**src/rtl/pipeline_hazard_controller.sv**
```systemverilog
// Pipeline hazard sequencer for the 5-stage RV32 core: stall/flush per inter-stage register,
// fetch redirect arbitration, and precise trap entry that drains the pipe before vectoring.
package pipeline_hazard_controller_pkg;
    typedef struct packed {
        logic stall;
        logic flush;
    } stageControl_t;
endpackage

module pipeline_hazard_controller
    import pipeline_hazard_controller_pkg::*;
#(
    parameter int unsigned REG_ADDR_W    = 5,
    parameter int unsigned TRAP_DRAIN    = 1,
    parameter logic [31:0] CAUSE_ILLEGAL = 32'd2,
    parameter logic [31:0] CAUSE_EXT_IRQ = 32'h8000000B
) (
    input  logic                  clock,
    input  logic                  reset,
    input  logic [REG_ADDR_W-1:0] idRs1,
    input  logic [REG_ADDR_W-1:0] idRs2,
    input  logic                  idUsesRs1,
    input  logic                  idUsesRs2,
    input  logic                  idValid,
    input  logic [REG_ADDR_W-1:0] exRd,
    input  logic                  exLoad,
    input  logic                  exValid,
    input  logic                  branchTaken,
    input  logic [31:0]           branchTarget,
    input  logic                  memValid,
    input  logic                  memIllegal,
    input  logic [31:0]           memPC,
    input  logic                  interrupt,
    input  logic                  interruptEnable,
    input  logic [31:0]           mtvec,
    input  logic                  imemBusy,
    input  logic                  dmemBusy,
    output stageControl_t         fetchDecodeControl,
    output stageControl_t         decodeExecuteControl,
    output stageControl_t         executeMemoryControl,
    output stageControl_t         memoryWritebackControl,
    output logic                  redirectValid,
    output logic [31:0]           redirectPC,
    output logic                  trapTake,
    output logic [31:0]           trapCause,
    output logic [31:0]           trapPC
);
    localparam int unsigned CNT_W = $clog2(TRAP_DRAIN + 1);

    typedef enum logic [1:0] {
        RUN      = 2'd0,
        DRAIN    = 2'd1,
        REDIRECT = 2'd2
    } state_t;

    state_t           state;
    state_t           nextState;
    logic             pendingFlush;
    logic             nextPendingFlush;
    logic [CNT_W-1:0] drainCount;
    logic [CNT_W-1:0] nextDrainCount;
    logic             trapCond;
    logic             loadUse;

    // Traps are only taken on a real instruction whose memory access has completed.
    assign trapCond = memValid & ~dmemBusy & (memIllegal | (interrupt & interruptEnable));
    assign loadUse  = idValid & exValid & exLoad & (exRd != '0) &
                      ((idUsesRs1 & (idRs1 == exRd)) | (idUsesRs2 & (idRs2 == exRd)));

    always_ff @(posedge clock) begin
        if (reset) begin
            state        <= RUN;
            pendingFlush <= 1'b0;
            drainCount   <= '0;
        end else begin
            state        <= nextState;
            pendingFlush <= nextPendingFlush;
            drainCount   <= nextDrainCount;
        end
    end

    always_comb begin
        nextState        = state;
        nextPendingFlush = pendingFlush;
        nextDrainCount   = drainCount;
        case (state)
            RUN: begin
                if (trapCond) begin
                    nextState        = DRAIN;
                    nextPendingFlush = 1'b0;
                    nextDrainCount   = CNT_W'(TRAP_DRAIN - 1);
                end else if (dmemBusy) begin
                    if (branchTaken) nextPendingFlush = 1'b1;
                end else if (branchTaken | pendingFlush) begin
                    nextPendingFlush = 1'b0;
                end
            end
            DRAIN: begin
                if (drainCount == '0) nextState = REDIRECT;
                else                  nextDrainCount = drainCount - CNT_W'(1);
            end
            REDIRECT: begin
                if (!imemBusy) nextState = RUN;
            end
            default: nextState = RUN;
        endcase
    end

    always_comb begin
        fetchDecodeControl     = '0;
        decodeExecuteControl   = '0;
        executeMemoryControl   = '0;
        memoryWritebackControl = '0;
        redirectValid          = 1'b0;
        redirectPC             = 32'd0;
        trapTake               = 1'b0;
        trapCause              = 32'd0;
        trapPC                 = 32'd0;
        if (reset) begin
            fetchDecodeControl.flush     = 1'b1;
            decodeExecuteControl.flush   = 1'b1;
            executeMemoryControl.flush   = 1'b1;
            memoryWritebackControl.flush = 1'b1;
        end else begin
            case (state)
                RUN: begin
                    if (trapCond) begin
                        trapTake                     = 1'b1;
                        trapPC                       = memPC;
                        trapCause                    = memIllegal ? CAUSE_ILLEGAL : CAUSE_EXT_IRQ;
                        fetchDecodeControl.flush     = 1'b1;
                        decodeExecuteControl.flush   = 1'b1;
                        executeMemoryControl.flush   = 1'b1;
                        memoryWritebackControl.flush = 1'b1;
                    end else if (dmemBusy) begin
                        fetchDecodeControl.stall     = 1'b1;
                        decodeExecuteControl.stall   = 1'b1;
                        executeMemoryControl.stall   = 1'b1;
                        memoryWritebackControl.stall = 1'b1;
                        // Fetch takes the redirect now; the wrong-path flush is deferred.
                        if (branchTaken) begin
                            redirectValid = 1'b1;
                            redirectPC    = branchTarget;
                        end
                    end else if (branchTaken | pendingFlush) begin
                        fetchDecodeControl.flush   = 1'b1;
                        decodeExecuteControl.flush = 1'b1;
                        redirectValid              = branchTaken;
                        redirectPC                 = branchTarget;
                    end else if (loadUse) begin
                        fetchDecodeControl.stall   = 1'b1;
                        decodeExecuteControl.flush = 1'b1;
                    end else if (imemBusy) begin
                        fetchDecodeControl.flush = 1'b1;
                    end
                end
                DRAIN: begin
                    fetchDecodeControl.flush   = 1'b1;
                    decodeExecuteControl.flush = 1'b1;
                    executeMemoryControl.flush = 1'b1;
                end
                REDIRECT: begin
                    redirectValid            = 1'b1;
                    redirectPC               = mtvec & 32'hFFFF_FFFC;
                    fetchDecodeControl.flush = 1'b1;
                end
                default: ;
            endcase
        end
    end
endmodule

```
**config.mk**
```make
export PLATFORM = sky130hd
export DESIGN_NAME = pipeline_hazard_controller
export DESIGN_NICKNAME = d
export VERILOG_FILES = /design/src/rtl/pipeline_hazard_controller.sv
export SDC_FILE = /design/constraint.sdc
export NUM_CORES = 1
export LEC_CHECK = 0
export ABC_AREA = 1
export BUFFER_PORTS_ARGS = -buffer_cell sky130_fd_sc_hd__buf_2
export CORE_AREA = 2 2 89 91
export DETAILED_ROUTE_END_ITERATION = 8
export DIE_AREA = 0 0 91 93
export GPL_TIMING_DRIVEN = 0
export SYNTH_ARGS = -nofsm -noshare
export SYNTH_HDL_FRONTEND = slang
export SYNTH_SLANG_ARGS = --single-unit
```
**constraint.sdc**
```tcl
create_clock -name clock -period 1.4 [get_ports clock]
set_input_delay 0.07 -clock clock [delete_from_list [all_inputs] [get_ports clock]]
set_output_delay 0.07 -clock clock [all_outputs]
set_load 0.02 [all_outputs]
```
# After elaboration in Yosys (flattened, before gate mapping)
# Cells that the tools add are included.
# classes
addsub	1
n_eq_ne	8
n_mul	0
reduce_logical	8
n_mux	60
div_mod_pow	0
n_bitwise	13
order_cmp	0
n_shift	0
# op_table
operator	count
$mux W32	12
$pmux W32 S2	1
$mux W1	37
$eq A5 B5 Y1	2
$pmux W1 S2	5
$and A1 B1 Y1	9
$mux W2	4
$ne A2 B2 Y1 const B	3
$pmux W2 S3	1
$reduce_and A3 Y1	2
$reduce_bool A5 Y1	1
$ne A3 B2 Y1 const B	1
$or A1 B1 Y1	3
$reduce_bool A3 Y1	1
$eq A2 B1 Y1 const B	1
$eq A2 B2 Y1 const B	1
$logic_not A2 Y1	1
$reduce_and A2 Y1	1
$reduce_bool A2 Y1	1
$reduce_or A2 Y1	1
$not A1 Y1	1
$sub A1 B1 Y1 const B	1
# word_totals
in_bits	125
romBits	0
reg_bits	4
wordCells	93
mem_count	0
ram_bits	0
out_inout_bits	106
latchBits	0

# Logic depth before layout (Yosys ltp)
# Gate-level depths: netlist of the first run.
# depth
ltp_word	10
depth_mapped	11
mapped_depth_nobuf	11

# Least setup slack after synthesis of the first run
# No wires, ideal clock.
# synth_path
path_kind	register to output
from	register state[0]
to	output port trapCause[31]
t_required_ps	1330
path_slack_ps	-534
path_buffers	2
arrival_time_ps	1864
path_stages_with_launch	11
path_cell_list	dfxtp_1 -> inv_1 -> ha_1 -> inv_1 -> nor2_2 -> inv_2 -> nor2_4 -> inv_2 -> buf_6 -> nor2_1 -> buf_4
# synth_between
elab_chain_cells	3
# synth_rtl
element	line_no	rtl
from (decl)	56	state_t state;
from (signal assigned)	76	state <= nextState;
$logic_not A2 Y1	125	case (state)
$mux W32	125	
$mux W32	119	if (reset) begin
to (decl)	45	output logic [31:0] trapCause,
# Every way passes these cells.

# Final worst setup path of the first run
# layout_path
from	register state[0]
to	output port trapCause[3]
# Same word-level chain as after synthesis.

==> results of run 1 <==
## area by class of cell
cell class,instances,area [µm²]
Fill cell,734,3850
Timing Repair Buffer,222,1430
Multi-Input combinational cell,207,1390
Buffer,46,379
Inverter,64,245
Tap cell,102,128
Sequential cell,3,62.6
Clock buffer,4,45.0
## worst min-delay path by stage
stage	cells after the start	start	endpoint	slack, ns
6_report	3	dmemBusy	pendingFlush	0.18
5_1_grt	3	dmemBusy	pendingFlush	0.21
4_1_cts	3	dmemBusy	pendingFlush	0.18
3_5_place_dp	3	dmemBusy	pendingFlush	0.40
3_3_place_gp	3	dmemBusy	pendingFlush	0.40
2_1_floorplan	1	memIllegal	trapCause[0]	0.18
## critical path, cell delays in order (launching register included)
cell	delay (ns)
dfxtp_2	0.32
inv_2	0.08
ha_4	0.18
inv_4	0.05
nor2_4	0.09
inv_2	0.06
nor2_4	0.11
inv_4	0.08
buf_8	0.13
nor2_4	0.10
buf_6	0.11
buf_6	0.10
## power by group through the flow
stage | registers (mW) | logic [mW] | clock network (mW)
6_report | 0.108 | 1.77 | 0.250
5_1_grt | 0.108 | 1.91 | 0.269
4_1_cts | 0.107 | 1.46 | 0.260
3_5_place_dp | 0.111 | 1.28 | 0
3_3_place_gp | 0.110 | 1.27 | 0
2_1_floorplan | 0.108 | 0.863 | 0
## logic make-up (layout without fill, tap and decap cells)
group	Yosys count	count (layout)	synth area share [%]
DFF	3	3	3.90
buffers and inverters	110	336	37.0
adders and majority gates	4	4	3.25
other	1	28	0.243
and+or+nand+nor	133	133	36.5
AOI/OAI and AO/OA	42	42	19.1
## registers in the layout (all words and copies together) (netlist names)
signal / flops
pendingFlush: 1
state: 2
## per-layer routing
metal  GRT usage [%]  routed length, µm
met1            15.7               2700
met2            28.2               4060
met3            3.46                653
met4            2.90                 95
met5               0                  0
## cells in the final DEF, fill, tap and decap left out
cell type  Yosys  final
a22oi_1       30      4
clkbuf_1       7      5
buf_2          0    127
clkbuf_8       0      3
nand2_1       42     40
nand2_2        1      2
inv_1         62     59
o21ai_2        0      1
inv_2          2      3
nor2_2        12      2
o211ai_1       1      1
ha_1           4      2
nand3_1        8      8
nor3b_2        0      1
nand2_4        0      1
nor2_1        64     44
a21oi_1        5      5
nor3b_1        2      1
nand4_1        2      2
dfxtp_1        3      1
nor2_4         1     31
o21ai_0        3      2
o21bai_1       1      1
dfxtp_2        0      2
a21boi_2       0      1
inv_4          0      2
ha_4           0      2
conb_1         1     28
clkbuf_16      0      1
buf_8          0      2
o22ai_1        1      1
a22oi_2        0     26
buf_4         36    109
buf_6          3     25
nor3_1         1      1
## repair_timing
item	in CTS	in global routing
gates resized for setup	84	81
hold buffers	0	0
pin swaps	4	4
gates cloned	2	2
buffers inserted	9	10
endpoints found under the hold margin	0	0
setup endpoints to repair	76	77
==> flow_metrics.env, run 1 <==
export IMPL_outcome="finished with violations"
export IMPL_failed_checks="negative setup slack"
export IMPL_gp_congestion=0.800
export IMPL_clockBufferDepth=2
export IMPL_row_count=32
export IMPL_io_buffers=199
export IMPL_grt_pass1_wl_mm=10.2
export IMPL_cts_tree="done"
export IMPL_overflow=0
export IMPL_nNetsFinal=676
export IMPL_ff2ff_setup_slack_ns=0.14
export IMPL_initialDrtViolationCount=48
export IMPL_critPathKind="reg2out"
export IMPL_drv_cap=0
export IMPL_postRouteAntennaNets=0
export IMPL_crit_fanout=6
export IMPL_totalPowerFinal_mw=2.13
export IMPL_ys_warnings_count=0
export IMPL_cp_endpoint="trapCause[3]"
export IMPL_fin_ws_ns=-0.288
export IMPL_drt_wl_total_mm=7.51
export IMPL_reg2reg_to="state[1]"
export IMPL_cp_startpoint="state[0]"
export IMPL_synth_top_area_share_pct=17.5
export IMPL_worstSetupStartpointType="flip-flop"
export IMPL_fin_crit_sh_pct=121
export IMPL_skew_ns=0.000101
export IMPL_boundaryPins=231
export IMPL_pre_cts_slack_ns=-0.271
export IMPL_synth_flop_cell="dfxtp_1"
export IMPL_synth_edff_count=0
export IMPL_final_util_pct=48.8
export IMPL_holdWs_ns=0.182
export IMPL_syn_area_um2=1540
export IMPL_drv_slew=0
export IMPL_ir_drop_uv=375
export IMPL_hp_class="in2reg"
export IMPL_fin_cells=648
export IMPL_grt_pass1_vias=2319
export IMPL_ys_seq_area_share_pct=3.90
export IMPL_grtUsageTotal_pct=14.4
export IMPL_worst_pin_slew_ns=0.586
export IMPL_cp_end_kind="output pin"
export IMPL_netSwitchingFraction_pct=46.8
export IMPL_synth_most_common_cell="nor2_1"
export IMPL_rsz0062_at_grt="true"
export IMPL_synth_area_leader_cell="buf_4"
export IMPL_ff2ff_path_depth=7
export IMPL_synth_seq_cells=3
export IMPL_drive_gt1_share_pct=62.5
export IMPL_hold_violations=0
export IMPL_worst_ep_required_time_ns=1.33
export IMPL_dp_cells=621
export IMPL_r2r_start="state[1]"
export IMPL_fp_dieH_um=93
export IMPL_place_area_um2=2930
export IMPL_area_growth_pct=138
export IMPL_synth_area_leaders="buf_4, nor2_1, inv_1"
export IMPL_num_vias=2608
export IMPL_p_seq_share_pct=5.0
export IMPL_finalSetupViolations=75
export IMPL_leakagePower_nw=2.15
export IMPL_firstDrtPassIters=4
export IMPL_fin_crit_ns=1.69
export IMPL_power_switching_uw=999
export IMPL_combPwrFrac_pct=83.2
export IMPL_diodes=0
export IMPL_die_area_um2=8460
export IMPL_setup_tns_ns=-16.41
export IMPL_grt_start_max_net_pins=11
export IMPL_die_w_um=91
export IMPL_start_util_pct=20.5
export IMPL_dpl_hpwl_mm=5.72
export IMPL_synthDistinctLibCells=24
export IMPL_max_freq_ghz=0.593
export IMPL_internal_power_mw=1.13
export IMPL_drt_wirelength_per_cell_um=11.6
export IMPL_synthArstFlopShare_pct=0
export IMPL_synth_common_cells="nor2_1, inv_1, nand2_1"
export IMPL_clock_latency_ns=0.21
export IMPL_clockPowerShare_pct=11.7
export IMPL_grt_antenna_before_repair=0
export IMPL_syn_inst=293
export IMPL_clockRootBuffer="clkbuf_8"
export IMPL_fin_area_um2=3680
export IMPL_drc=0
export IMPL_cts_buffers=3
export IMPL_max_slew_margin_pct=61.0
export IMPL_clkSlewWorstSetupHoldPaths_ns=0.03
export IMPL_powerDensity_nw_per_um2=580
export IMPL_clock_sinks=3
export IMPL_cp_data_arrival_time_ns=1.62
export IMPL_avgViaCountPerCell=4.02
export IMPL_coreArea_um2=7530
export IMPL_h_tree_depth=1
export IMPL_avgSynthCellArea_um2=5.26
Note: power is estimated with default switching activity, not from simulation.
==> run 2: changes to the inputs <==
--- a/config.mk
+++ b/config.mk
@@ -7,10 +7,13 @@
 export LEC_CHECK = 0
 export ABC_AREA = 1
 export BUFFER_PORTS_ARGS = -buffer_cell sky130_fd_sc_hd__buf_2
-export CORE_AREA = 2 2 89 91
+export CAP_MARGIN = 20
+export CORE_AREA = 2 2 90 92
+export CTS_BUF_LIST = sky130_fd_sc_hd__clkbuf_4
 export DETAILED_ROUTE_END_ITERATION = 8
-export DIE_AREA = 0 0 91 93
+export DIE_AREA = 0 0 92 94
 export GPL_TIMING_DRIVEN = 0
+export HOLD_SLACK_MARGIN = 0.1
 export SYNTH_ARGS = -nofsm -noshare
 export SYNTH_HDL_FRONTEND = slang
 export SYNTH_SLANG_ARGS = --single-unit
==> flow_metrics.env, run 2 (synthesis results as in run 1) <==
export IMPL_grt_pass1_wl_mm=10.6
export IMPL_start_util_pct=20.3
export IMPL_gp_congestion=0.811
export IMPL_final_util_pct=46.7
export IMPL_largest_reg_flops=2
export IMPL_rsz0062_at_grt="true"
export IMPL_clkSlewWorstSetupHoldPaths_ns=0.04
export IMPL_totalPowerFinal_mw=1.96
export IMPL_initialDrtViolationCount=88
export IMPL_clockBufferDepth=2
export IMPL_fin_crit_sh_pct=122
export IMPL_grt_antenna_before_repair=0
export IMPL_drive_gt1_share_pct=60.3
export IMPL_avgViaCountPerCell=4.07
export IMPL_fin_crit_ns=1.71
export IMPL_coreArea_um2=7610
export IMPL_clockPowerShare_pct=8.8
export IMPL_cts_tree="done"
export IMPL_failed_checks="negative setup slack"
export IMPL_power_switching_uw=960
export IMPL_worst_ep_required_time_ns=1.33
export IMPL_area_growth_pct=130
export IMPL_skew_ns=0.00555
export IMPL_clock_sinks=3
export IMPL_critPathKind="reg2out"
export IMPL_cp_end_kind="output pin"
export IMPL_internal_power_uw=996
export IMPL_nNetsFinal=672
export IMPL_cts_buffers=3
export IMPL_fp_dieH_um=94
export IMPL_regMostFlops="state"
export IMPL_drt_wl_total_mm=7.27
export IMPL_worst_pin_slew_ns=0.739
export IMPL_fin_cells=644
export IMPL_grt_pass1_vias=2411
export IMPL_max_freq_ghz=0.584
export IMPL_outcome="finished with violations"
export IMPL_die_area_um2=8650
export IMPL_io_buffers=199
export IMPL_grtUsageTotal_pct=14.5
export IMPL_leakagePower_nw=2.11
export IMPL_overflow=0
export IMPL_crit_fanout=5
export IMPL_die_w_um=92
export IMPL_num_vias=2619
export IMPL_max_slew_margin_pct=50.7
export IMPL_worstSetupStartpointType="flip-flop"
export IMPL_combPwrFrac_pct=85.7
export IMPL_drv_cap=0
export IMPL_diodes=0
export IMPL_cp_data_arrival_time_ns=1.64
export IMPL_powerDensity_nw_per_um2=551
export IMPL_netSwitchingFraction_pct=49.1
export IMPL_drc=0
export IMPL_final_cell_mix="buf_2, buf_4, inv_1"
export IMPL_hold_violations=0
export IMPL_finalSetupViolations=76
export IMPL_hp_class="in2reg"
export IMPL_firstDrtPassIters=4
export IMPL_postRouteAntennaNets=0
export IMPL_ir_drop_uv=269
export IMPL_nFillCells=775
export IMPL_boundaryPins=231
export IMPL_drt_wirelength_per_cell_um=11.3
export IMPL_clockRootBuffer="clkbuf_4"
export IMPL_drv_slew=0
export IMPL_p_seq_share_pct=5.5
export IMPL_row_count=32
export IMPL_dpl_hpwl_mm=5.70
export IMPL_final_common_cell="buf_2"
export IMPL_clock_latency_ns=0.23
export IMPL_h_tree_depth=1
export IMPL_hold_buffers=0
export IMPL_top_regs="state (2), pendingFlush (1)"
export IMPL_grt_start_max_net_pins=11
export IMPL_dp_cells=621
export IMPL_fin_ws_ns=-0.313
run 2: cell count changes in the layout (fill, tap and decap cells not counted), sizes merged:
| cell | before | now |
|---|---|---|
| buf | 263 | 257 |
| clkbuf | 9 | 11 |
run 2: worst paths after layout:
path | from | slack (ns) | cells past startpoint | to
max | state[1] | -0.31 | 11 | trapCause[3]
min | dmemBusy | 0.14 | 3 | pendingFlush
max reg2reg | state[0] | 0.08 | 7 | state[1]
min reg2reg | pendingFlush | 0.48 | 2 | pendingFlush
run 2: area by class of cell:
class	instances	area [µm²]	share of cell area [%]
flip-flops and latches	3	62.6	1.76
plain buffers	46	359	10.1
multi-input cells	207	1340	37.7
repair buffers	218	1390	39.1
well taps	102	128	3.59
clock buffers	4	30.0	0.845
inverters	64	245	6.90
run 2: metal layers:
layer | track usage (%) | vias to the layer above | part of all wire [%]
li1 | - | 1331 | -
met5 | 0 | - | 0
met4 | 2.36 | 0 | 1.1
met2 | 28.8 | 149 | 54
met1 | 15.8 | 1131 | 35
met3 | 3.53 | 8 | 9.7
run 2: through the flow:
| stage | setup slack [ns] | setup TNS [ns] | hold WS [ns] | cell area [µm²] |
|---|---|---|---|---|
| after floorplan | -0.186 | -2.15 | 0.175 | 1800 |
| after global placement | -0.251 | -7.62 | 0.387 | 2930 |
| after detailed placement | -0.274 | -9.60 | 0.387 | 2930 |
| after CTS | -0.309 | -16.88 | 0.135 | 3350 |
| after global routing | -0.415 | -25.24 | 0.143 | 3550 |
| final | -0.313 | -17.37 | 0.144 | 3550 |
run 2: power groups by stage:
stage	combinational (mW)	sequential [mW]	clock (mW)
floorplan	0.863	0.108	0
global placement	1.27	0.110	0
detailed placement	1.29	0.110	0
CTS	1.54	0.107	0.180
global route	1.82	0.108	0.186
finish	1.68	0.108	0.172
run 2: critical path, cell delays in order (launching register included):
cell,delay [ns]
dfxtp_2,0.31
inv_2,0.07
ha_4,0.18
inv_4,0.05
nor2_4,0.08
inv_2,0.06
nor2_4,0.12
inv_4,0.08
buf_6,0.13
nor2_4,0.12
buf_6,0.11
buf_6,0.10
run 2: what timing repair did:
action / 4_1_cts / 5_1_grt
setup endpoints to repair: 76 / 80
resized for setup: 105 / 43
setup buffers: 11 / 6
pin swaps: 4 / 13
cloned: 1 / 2
==> run 3: changes to the inputs <==
==> constraint.sdc (replaced) <==
create_clock -name clock -period 1.92 [get_ports clock]
set_input_delay 0.096 -clock clock [delete_from_list [all_inputs] [get_ports clock]]
set_output_delay 0.096 -clock clock [all_outputs]
set_load 0.02 [all_outputs]
==> flow_metrics.env, run 3 (synthesis results as in run 1) <==
export IMPL_path_buf_inv=7
export IMPL_critical_path_max_stage_delay_ns=0.38
export IMPL_totalPowerFinal_mw=1.13
export IMPL_hold_end="pendingFlush"
export IMPL_overflow=0
export IMPL_fp_dieH_um=94
export IMPL_ir_drop_uv=211
export IMPL_nNetsFinal=657
export IMPL_row_count=32
export IMPL_clock_latency_ns=0.23
export IMPL_drt_wl_total_mm=6.21
export IMPL_largest_reg_flops=2
export IMPL_drv_slew=0
export IMPL_skew_ns=0.000334
export IMPL_ff2ff_setup_slack_ns=0.57
export IMPL_hp_class="in2reg"
export IMPL_boundaryPins=231
export IMPL_cp_end_kind="output pin"
export IMPL_worstSetupStartpointType="flip-flop"
export IMPL_r2r_start="state[0]"
export IMPL_clkSlewWorstSetupHoldPaths_ns=0.04
export IMPL_max_freq_ghz=0.556
export IMPL_whs_path_depth=3
export IMPL_cts_tree="done"
export IMPL_postRouteAntennaNets=0
export IMPL_clock_sinks=3
export IMPL_crit_family="buffers and inverters"
export IMPL_fin_area_um2=2870
export IMPL_regMostFlops="state"
export IMPL_gp_congestion=0.824
export IMPL_diodes=0
export IMPL_crit_fanout=10
export IMPL_min_from="dmemBusy"
export IMPL_area_growth_pct=86.4
export IMPL_die_area_um2=8650
export IMPL_critPathKind="reg2out"
export IMPL_io_buffers=199
export IMPL_final_cell_mix="buf_2, nor2_1, inv_1"
export IMPL_drv_cap=0
export IMPL_hold_violations=0
export IMPL_top_regs="state (2), pendingFlush (1)"
export IMPL_worst_ep_required_time_ns=1.82
export IMPL_reg2reg_to="state[1]"
export IMPL_max_slew_margin_pct=63.6
export IMPL_ff2ff_path_depth=6
export IMPL_grtUsageTotal_pct=12.7
export IMPL_dp_cells=621
export IMPL_firstDrtPassIters=4
export IMPL_worst_pin_slew_ns=0.546
export IMPL_grt_pass1_wl_mm=9.05
export IMPL_h_tree_depth=1
export IMPL_clockBufferDepth=2
export IMPL_drive_gt1_share_pct=51.0
export IMPL_leakagePower_nw=2.00
export IMPL_dpl_hpwl_mm=5.52
export IMPL_grt_start_max_net_pins=11
export IMPL_final_util_pct=37.8
export IMPL_fin_crit_sh_pct=93.7
export IMPL_avgViaCountPerCell=3.89
export IMPL_clockRootBuffer="clkbuf_4"
export IMPL_fin_cells=629
export IMPL_worst_path_max_delay_cell="dfxtp_1"
export IMPL_drt_wirelength_per_cell_um=9.88
export IMPL_initialDrtViolationCount=53
export IMPL_start_util_pct=20.3
export IMPL_num_vias=2449
export IMPL_cts_buffers=3
export IMPL_crit_path_cell_trace="inv_2 -> ha_4 -> inv_1 -> nor2_2 -> inv_2 -> nor2_4 -> inv_4 -> buf_6 -> nor2_4 -> buf_4 -> buf_4"
export IMPL_final_common_cell="buf_2"
export IMPL_place_area_um2=2770
export IMPL_grt_antenna_before_repair=0
export IMPL_cp_data_arrival_time_ns=1.70
export IMPL_hold_buffers=0
export IMPL_finalSetupViolations=0
export IMPL_die_w_um=92
export IMPL_outcome="finished, final reports clean"
export IMPL_fin_crit_ns=1.80
export IMPL_coreArea_um2=7610
export IMPL_grt_pass1_vias=2076
export IMPL_powerDensity_nw_per_um2=394
export IMPL_drc=0
[run 3: repair_timing]
item,4_1_cts,5_1_grt
resized for setup,7,12
endpoints found under the setup margin,25,55
pin swaps,1,3
setup buffers,1,3
[run 3: metal layers]
metal	vias to the layer above	routed length, µm	share of wire (%)	GRT usage [%]
met5	-	0	0	0
met4	0	42	0.68	2.86
met3	4	631	10	2.65
met2	134	3250	52	24.9
met1	1010	2290	37	13.8
li1	1301	-	-	-
[run 3: how the worst max path moves through the flow]
stage / startpoint / endpoint / slack, ns / cells past startpoint
finish: state[0] / trapCause[3] / 0.12 / 11
global route: state[1] / trapCause[3] / -0.03 / 11
global placement: state[0] / trapCause[3] / 0.12 / 11
floorplan: state[0] / trapCause[31] / 0.10 / 10
detailed placement: state[1] / trapCause[3] / 0.1 / 11
CTS: state[0] / trapCause[31] / 0.01 / 11
[run 3: worst min-delay path, cell delays in order]
cell     delay [ns]
buf_2          0.11
nand4_1        0.08
a21oi_1        0.06
[run 3: layout make-up]
type / instances / area [µm²]
plain buffers: 46 / 334
clock buffers: 4 / 30.0
fillers: 872 / 4730
inverters: 64 / 243
multi-input cells: 207 / 1040
flip-flops and latches: 3 / 60.1
well taps: 102 / 128
repair buffers: 203 / 1040
[run 3: power by group]
| group | switching [mW] | internal [mW] | total, mW |
|---|---|---|---|
| combinational | 0.546 | 0.386 | 0.932 |
| clock | 0.0302 | 0.0918 | 0.122 |
| sequential | 0.00700 | 0.0712 | 0.0782 |
[run 3: metrics by stage]
stage / hold slack, ns / setup WS, ns / TNS, ns
finish: 0.177 / 0.122 / 0
global route: 0.200 / -0.0328 / -0.0592
CTS: 0.170 / 0.0102 / 0
detailed placement: 0.419 / 0.0994 / 0
global placement: 0.410 / 0.124 / 0
floorplan: 0.247 / 0.102 / 0
